--- src/rtl/spi_mem_master_if.sv ---
// Host-side request/response signals and SPI pins of spi_mem_master, bundled
// so the master and its driver/slave model share one connection.
interface spi_mem_master_if;
  // Handshake: start is a one-cycle strobe taken only while the master is idle
  // (busy=0); rw/addr/wdata must be valid in that same cycle. busy rises the
  // cycle after accept, done pulses once per completed frame, and rdata holds
  // the last read result.
  logic       start;
  logic       rw;
  logic [6:0] addr;
  logic [7:0] wdata;
  logic       busy;
  logic       done;
  logic [7:0] rdata;
  logic       sclk;
  logic       cs;
  logic       mosi;
  logic       miso;
  logic [2:0] dbg_state;

  modport master (
    input  start, rw, addr, wdata, miso,
    output busy, done, rdata, sclk, cs, mosi, dbg_state
  );

  modport slave (
    output start, rw, addr, wdata, miso,
    input  busy, done, rdata, sclk, cs, mosi, dbg_state
  );
endinterface

--- src/rtl/spi_mem_master.sv ---
// Mode-0 SPI master: turns one host request into a 16-bit frame
// {addr, rw, data}, MSB first, and returns the read byte on done.
module spi_mem_master #(
  parameter int HALF_PERIOD = 8,
  parameter int CS_SETUP    = 8,
  parameter int CS_HOLD     = 8,
  parameter int CS_GAP      = 8
) (
  input  logic              clk,
  input  logic              rst_n,
  spi_mem_master_if.master  bus
);

  localparam int MAX_AB = (HALF_PERIOD > CS_SETUP) ? HALF_PERIOD : CS_SETUP;
  localparam int MAX_CD = (CS_HOLD > CS_GAP) ? CS_HOLD : CS_GAP;
  localparam int MAX_P  = (MAX_AB > MAX_CD) ? MAX_AB : MAX_CD;
  localparam int CW     = $clog2(MAX_P) + 1;

  localparam logic [CW-1:0] SETUP_LAST = CW'(CS_SETUP - 1);
  localparam logic [CW-1:0] HP_LAST    = CW'(HALF_PERIOD - 1);
  localparam logic [CW-1:0] HOLD_LAST  = CW'(CS_HOLD - 1);
  localparam logic [CW-1:0] GAP_LAST   = CW'(CS_GAP - 1);

  typedef enum logic [2:0] {
    S_IDLE  = 3'd0,
    S_SETUP = 3'd1,
    S_HIGH  = 3'd2,
    S_LOW   = 3'd3,
    S_HOLD  = 3'd4,
    S_GAP   = 3'd5
  } state_t;

  state_t         state_q, state_d;
  logic [CW-1:0]  cnt_q, cnt_d;
  logic [CW-1:0]  phase_last;
  logic           phase_end;
  logic [3:0]     bit_q, bit_d;
  logic [15:0]    frame_q, frame_d;
  logic [7:0]     shreg_q, shreg_d;
  logic [7:0]     rdata_q, rdata_d;
  logic           sclk_q, sclk_d;
  logic           cs_q, cs_d;
  logic           mosi_q, mosi_d;
  logic           busy_q, busy_d;
  logic           done_q, done_d;

  always_ff @(posedge clk or negedge rst_n) begin
    if (!rst_n) begin
      state_q <= S_IDLE;
      cnt_q   <= '0;
      bit_q   <= '0;
      frame_q <= '0;
      shreg_q <= '0;
      rdata_q <= '0;
      sclk_q  <= 1'b0;
      cs_q    <= 1'b1;
      mosi_q  <= 1'b0;
      busy_q  <= 1'b0;
      done_q  <= 1'b0;
    end else begin
      state_q <= state_d;
      cnt_q   <= cnt_d;
      bit_q   <= bit_d;
      frame_q <= frame_d;
      shreg_q <= shreg_d;
      rdata_q <= rdata_d;
      sclk_q  <= sclk_d;
      cs_q    <= cs_d;
      mosi_q  <= mosi_d;
      busy_q  <= busy_d;
      done_q  <= done_d;
    end
  end

  // Each timed state runs its phase counter from 0 up to its own last value.
  always_comb begin
    phase_last = '0;
    case (state_q)
      S_SETUP:       phase_last = SETUP_LAST;
      S_HIGH, S_LOW: phase_last = HP_LAST;
      S_HOLD:        phase_last = HOLD_LAST;
      S_GAP:         phase_last = GAP_LAST;
      default:       phase_last = '0;
    endcase
  end

  assign phase_end = (cnt_q == phase_last);

  always_comb begin
    state_d = state_q;
    cnt_d   = cnt_q + 1'b1;
    bit_d   = bit_q;
    frame_d = frame_q;
    shreg_d = shreg_q;
    rdata_d = rdata_q;
    sclk_d  = sclk_q;
    cs_d    = cs_q;
    mosi_d  = mosi_q;
    busy_d  = busy_q;
    done_d  = 1'b0;

    case (state_q)
      S_IDLE: begin
        cnt_d = '0;
        if (bus.start) begin
          frame_d = {bus.addr, bus.rw, bus.wdata};
          cs_d    = 1'b0;
          busy_d  = 1'b1;
          mosi_d  = bus.addr[6];
          bit_d   = 4'd15;
          state_d = S_SETUP;
        end
      end

      S_SETUP: begin
        if (phase_end) begin
          cnt_d   = '0;
          sclk_d  = 1'b1;
          state_d = S_HIGH;
        end
      end

      // Sample at the very end of the high phase so the slave's delayed
      // falling-edge update of miso has long settled.
      S_HIGH: begin
        if (phase_end) begin
          cnt_d  = '0;
          sclk_d = 1'b0;
          if (!bit_q[3]) begin
            shreg_d = {shreg_q[6:0], bus.miso};
          end
          if (bit_q == 4'd0) begin
            state_d = S_HOLD;
          end else begin
            bit_d   = bit_q - 4'd1;
            mosi_d  = frame_q[bit_q - 4'd1];
            state_d = S_LOW;
          end
        end
      end

      S_LOW: begin
        if (phase_end) begin
          cnt_d   = '0;
          sclk_d  = 1'b1;
          state_d = S_HIGH;
        end
      end

      S_HOLD: begin
        if (phase_end) begin
          cnt_d   = '0;
          cs_d    = 1'b1;
          done_d  = 1'b1;
          mosi_d  = 1'b0;
          if (frame_q[8]) begin
            rdata_d = shreg_q;
          end
          state_d = S_GAP;
        end
      end

      S_GAP: begin
        if (phase_end) begin
          cnt_d   = '0;
          busy_d  = 1'b0;
          state_d = S_IDLE;
        end
      end

      default: begin
        cnt_d   = '0;
        state_d = S_IDLE;
      end
    endcase
  end

  assign bus.busy      = busy_q;
  assign bus.done      = done_q;
  assign bus.rdata     = rdata_q;
  assign bus.sclk      = sclk_q;
  assign bus.cs        = cs_q;
  assign bus.mosi      = mosi_q;
  assign bus.dbg_state = state_q;

endmodule

--- src/flat_wrapper.sv ---
// flat-port wrapper written by rule: the top's interface ports become plain ports
module spi_mem_master_flat 
#(
  parameter int HALF_PERIOD = 8,
  parameter int CS_SETUP    = 8,
  parameter int CS_HOLD     = 8,
  parameter int CS_GAP      = 8
)
  (clk, rst_n, bus_start, bus_rw, bus_addr, bus_wdata, bus_miso, bus_busy, bus_done, bus_rdata, bus_sclk, bus_cs, bus_mosi, bus_dbg_state);
  spi_mem_master_if bus_i ();
  input  logic clk;
  input  logic rst_n;
  input wire logic [$bits(bus_i.start)-1:0] bus_start;
  input wire logic [$bits(bus_i.rw)-1:0] bus_rw;
  input wire logic [$bits(bus_i.addr)-1:0] bus_addr;
  input wire logic [$bits(bus_i.wdata)-1:0] bus_wdata;
  input wire logic [$bits(bus_i.miso)-1:0] bus_miso;
  output wire logic [$bits(bus_i.busy)-1:0] bus_busy;
  output wire logic [$bits(bus_i.done)-1:0] bus_done;
  output wire logic [$bits(bus_i.rdata)-1:0] bus_rdata;
  output wire logic [$bits(bus_i.sclk)-1:0] bus_sclk;
  output wire logic [$bits(bus_i.cs)-1:0] bus_cs;
  output wire logic [$bits(bus_i.mosi)-1:0] bus_mosi;
  output wire logic [$bits(bus_i.dbg_state)-1:0] bus_dbg_state;
  assign bus_i.start = bus_start;
  assign bus_i.rw = bus_rw;
  assign bus_i.addr = bus_addr;
  assign bus_i.wdata = bus_wdata;
  assign bus_i.miso = bus_miso;
  assign bus_busy = bus_i.busy;
  assign bus_done = bus_i.done;
  assign bus_rdata = bus_i.rdata;
  assign bus_sclk = bus_i.sclk;
  assign bus_cs = bus_i.cs;
  assign bus_mosi = bus_i.mosi;
  assign bus_dbg_state = bus_i.dbg_state;
  spi_mem_master #(.HALF_PERIOD(HALF_PERIOD), .CS_SETUP(CS_SETUP), .CS_HOLD(CS_HOLD), .CS_GAP(CS_GAP)) u_core (.clk(clk), .rst_n(rst_n), .bus(bus_i));
endmodule
--- config.mk ---
export PLATFORM = sky130hd
export DESIGN_NAME = spi_mem_master_flat
export DESIGN_NICKNAME = d
export VERILOG_FILES = /design/src/rtl/spi_mem_master_if.sv /design/src/rtl/spi_mem_master.sv /design/src/flat_wrapper.sv
export SDC_FILE = /design/constraint.sdc
export NUM_CORES = 1
export LEC_CHECK = 0
export BUFFER_PORTS_ARGS = -buffer_cell sky130_fd_sc_hd__buf_2
export CORE_MARGIN = 2
export CORE_UTILIZATION = 45
export CTS_BUF_LIST = sky130_fd_sc_hd__clkbuf_16
export CTS_CLUSTER_DIAMETER = 50
export DETAILED_ROUTE_END_ITERATION = 7
export MAX_ROUTING_LAYER = met4
export PLACE_DENSITY_LB_ADDON = 0.15
export SKIP_CTS_REPAIR_TIMING = 1
export SYNTH_ARGS = -nofsm -noshare
export SYNTH_HDL_FRONTEND = slang
export SYNTH_SLANG_ARGS = --single-unit
--- constraint.sdc ---
create_clock -name clk -period 2.5 [get_ports clk]
set_clock_uncertainty 0.05 [all_clocks]
set_input_delay 0.25 -clock clk [delete_from_list [all_inputs] [get_ports clk]]
set_output_delay 0.25 -clock clk [all_outputs]
set_load 0.1 [all_outputs]
==> metrics.md <==
| Metric | Value |
|---|---|
| Port-buffer cells | `35` |
| Post-synthesis cell area | `2148 um2` |
| Pre-antenna DRT Iters | `4` |
| Final #Nets | `221` |
| Gpl congestion | `0.8925` |
| GRT overflow | `0` |
| Post-DR vias/cell | `5.350` |
| Core Rows | `25` |
| Worst Hold Class | `input pin to asynchronous set/reset pin` |
| Min setup slack post-route | `0.3742 ns` |
| Static Leak | `1.206 nW` |
| CTS tree | `done` |
| Via count | `1359` |
| Clk_lat worst skew | `0.28 ns` |
| Root Driver | `clkbuf_16` |
| Placed Area | `2347 um2` |
| Post-synth EDFFs | `0` |
| Fin crit share | `85.03%` |
| Ys Warns | `0` |
| Critical Path Source Type | `flop` |
| WS Path Type | `flop to flop` |
| Core Area | `4661 um2` |
| Initial antenna violation count | `0` |
| All-Layer GR Usage | `16.65%` |
| CTS buffer count | `5` |
| Largest cells by area after synthesis | `dfrtp_1, mux2_2, mux4_2` |
| Remaining antenna violation count after routing | `0` |
| H-tree depth | `2` |
| Sw Ratio | `37.00%` |
| Cell internal pwr | `0.001857 W` |
| HPWL after DPL | `2798 um` |
| Antenna cells | `0` |
| Syn_nets | `184` |
| Area delta synth->final | `15.72%` |
| Fraction of layout cells with a size suffix above 1 | `44.00%` |
| Sequential Power Share | `41.4%` |
| Vias in the first global route | `1460` |
| Clk pwr share | `21.3%` |
| Commonest cells post-synth | `dfrtp_1, mux2_2, nor2_1, nand2_1` |
| Async set or reset register ratio after synthesis | `100.0%` |
| Post-route cell area | `2486 um2` |
| Setup violations, final | `0` |
| Run status | `complete, no violations` |
| Worst slew margin | `60.54%` |
| Worst slew pin tran | `0.5919 ns` |
| Drt total wl | `3780 um` |
| Unrepaired setup endpoints after global routing | `false` |
| P_sw | `0.001091 W` |
| Fin. Hold Viols | `0` |
| I/O pin count | `36` |
| Die area | `5343 um2` |
| Clock Pin Slew Worst Setup and Hold Paths | `0.06 ns` |
| Worst vdd rail ir drop | `0.4702 mV` |
| DP Worst Slack | `0.4243 ns` |
| Die X-Extent | `73.10 um` |
| Gate Count Post-Synth | `162` |
| Post-synthesis register bit count | `48` |
| PD cells | `1186 nW/um2` |
| Crit-path max FO | `8` |
| Clk sinks | `48` |
| Unique masters post-synth | `41` |
| Setup_tns | `0 ns` |
| Die H | `73.10 um` |
| Top-count cell post-synth | `dfrtp_1` |
| DRC Markers | `0` |
| Crit. End Element | `flop` |
| Largest net degree at the start of global routing | `49` |
| Register area share after synthesis | `55.97%` |
| Drt wl/cell | `14.88 um` |
| R2R depth | `7` |
| Peak Freq | `470.4 MHz` |
| Starting Density | `46.09%` |
| Initial DRC count | `46` |
| Fin crit period | `2.126 ns` |
| Max cap viols | `0` |
| Avg Cell Area, Syn | `13.26 um2` |
| Clk buf depth | `2` |
| Main flop type after synthesis | `dfrtp_1` |
| Comb pwr share | `37.3%` |
| Top cell type's share of synthesized area | `54.75%` |
| CP arrival | `2.22 ns` |
| Cell taking the most area after synthesis | `dfrtp_1` |
| Crit path required time | `2.59 ns` |
| Final Max Slew Viols | `0` |
| First-pass GRT wire length | `6617 um` |
==> power by group through the flow <==
stage,Clock [W],Combinational (W),Sequential (W)
after floorplan,0,0.000736,0.00142
after global placement,0,0.00106,0.00123
after detailed placement,0,0.00111,0.00124
after CTS,0.000643,0.00112,0.00122
after global routing,0.000679,0.00120,0.00126
final,0.000628,0.00110,0.00122
==> cells in the final DEF (no fill, tap or decap), drive strengths merged, types with 3 or more instances in the layout <==
cell type,synthesis,routed
dfrtp,47,47
o21ai,3,3
nor2,11,11
nand2b,4,4
xnor2,3,3
clkinv,0,3
inv,4,4
mux2,32,32
clkbuf,3,5
a21oi,3,3
mux4,4,4
nand2,9,9
buf,6,39
nor3,5,5
==> final timing paths <==
kind                                 start                       to  slack [ns]
setup / recovery           u_core.bit_q[0]          u_core.bus.mosi        0.37
hold / removal                       rst_n  u_core.bus.dbg_state[2]       0.004
setup reg to reg           u_core.bit_q[0]          u_core.bus.mosi        0.37
hold reg to reg              u_core.bus.cs            u_core.bus.cs        0.43
max in group asynchronous            rst_n          u_core.cnt_q[1]        1.99
min in group clk              bus_wdata[3]        u_core.frame_q[3]        0.15
==> kinds of logic (layout without fill, tap and decap cells) <==
logic type               Yosys count  after routing  synth area share [%]
AND/OR/NAND/NOR                   41             41                 10.54
adder cells (fa/ha/maj)            2              2                 1.165
multiplexers                      37             37                 21.43
buffers and inverters             13             51                 4.134
flip-flops                        48             48                 55.97
AO/OA/AOI/OAI                     18             18                 5.533
XOR/XNOR                           3              3                 1.223
==> registers in the layout (all words and copies together), names as in the netlist <==
signal,cells
u_core.frame_q,16
u_core.bus.rdata,8
u_core.shreg_q,8
u_core.bit_q,4
u_core.cnt_q,4
u_core.bus.dbg_state,3
u_core.bus.busy,1
u_core.bus.cs,1
u_core.bus.done,1
u_core.bus.mosi,1
u_core.bus.sclk,1
==> final cells by class <==
| class | instances | area [um2] |
|---|---|---|
| inverter | 4 | 15.01 |
| clock buffer | 5 | 125.1 |
| fill | 422 | 2175 |
| clock inverter | 3 | 13.76 |
| sequential | 48 | 1202 |
| multi-input combinational | 101 | 857.1 |
| tap | 54 | 67.56 |
| timing repair buffer | 39 | 205.2 |
==> critical path, cell delays in order (launching register included) <==
cell and delay (ns):
dfrtp_1 0.49, inv_1 0.10, ha_1 0.23, nor3b_1 0.34
and3b_2 0.29, or3_4 0.33, nor2_1 0.10, a31oi_1 0.06
==> routing by layer <==
layer  part of all wire [%]  GRT usage, %
met1                     44         20.09
met3                    3.0         4.696
met4                    1.4         5.761
met5                      0             -
met2                     52         26.83
==> per-stage QoR <==
step / cells / hold slack, ns / total power (W) / util, %
2_1_floorplan: 162 / -0.09559 / 0.002156 / -
3_3_place_gp: 246 / 0.3166 / 0.002291 / 50.36
3_5_place_dp: 246 / 0.3314 / 0.002347 / 50.36
4_1_cts: 254 / 0.03099 / 0.002983 / 53.34
5_1_grt: 254 / 0.05994 / 0.003139 / 53.34
6_report: 254 / 0.003631 / 0.002948 / 53.34
No activity file was read; power rests on OpenSTA's default activity.
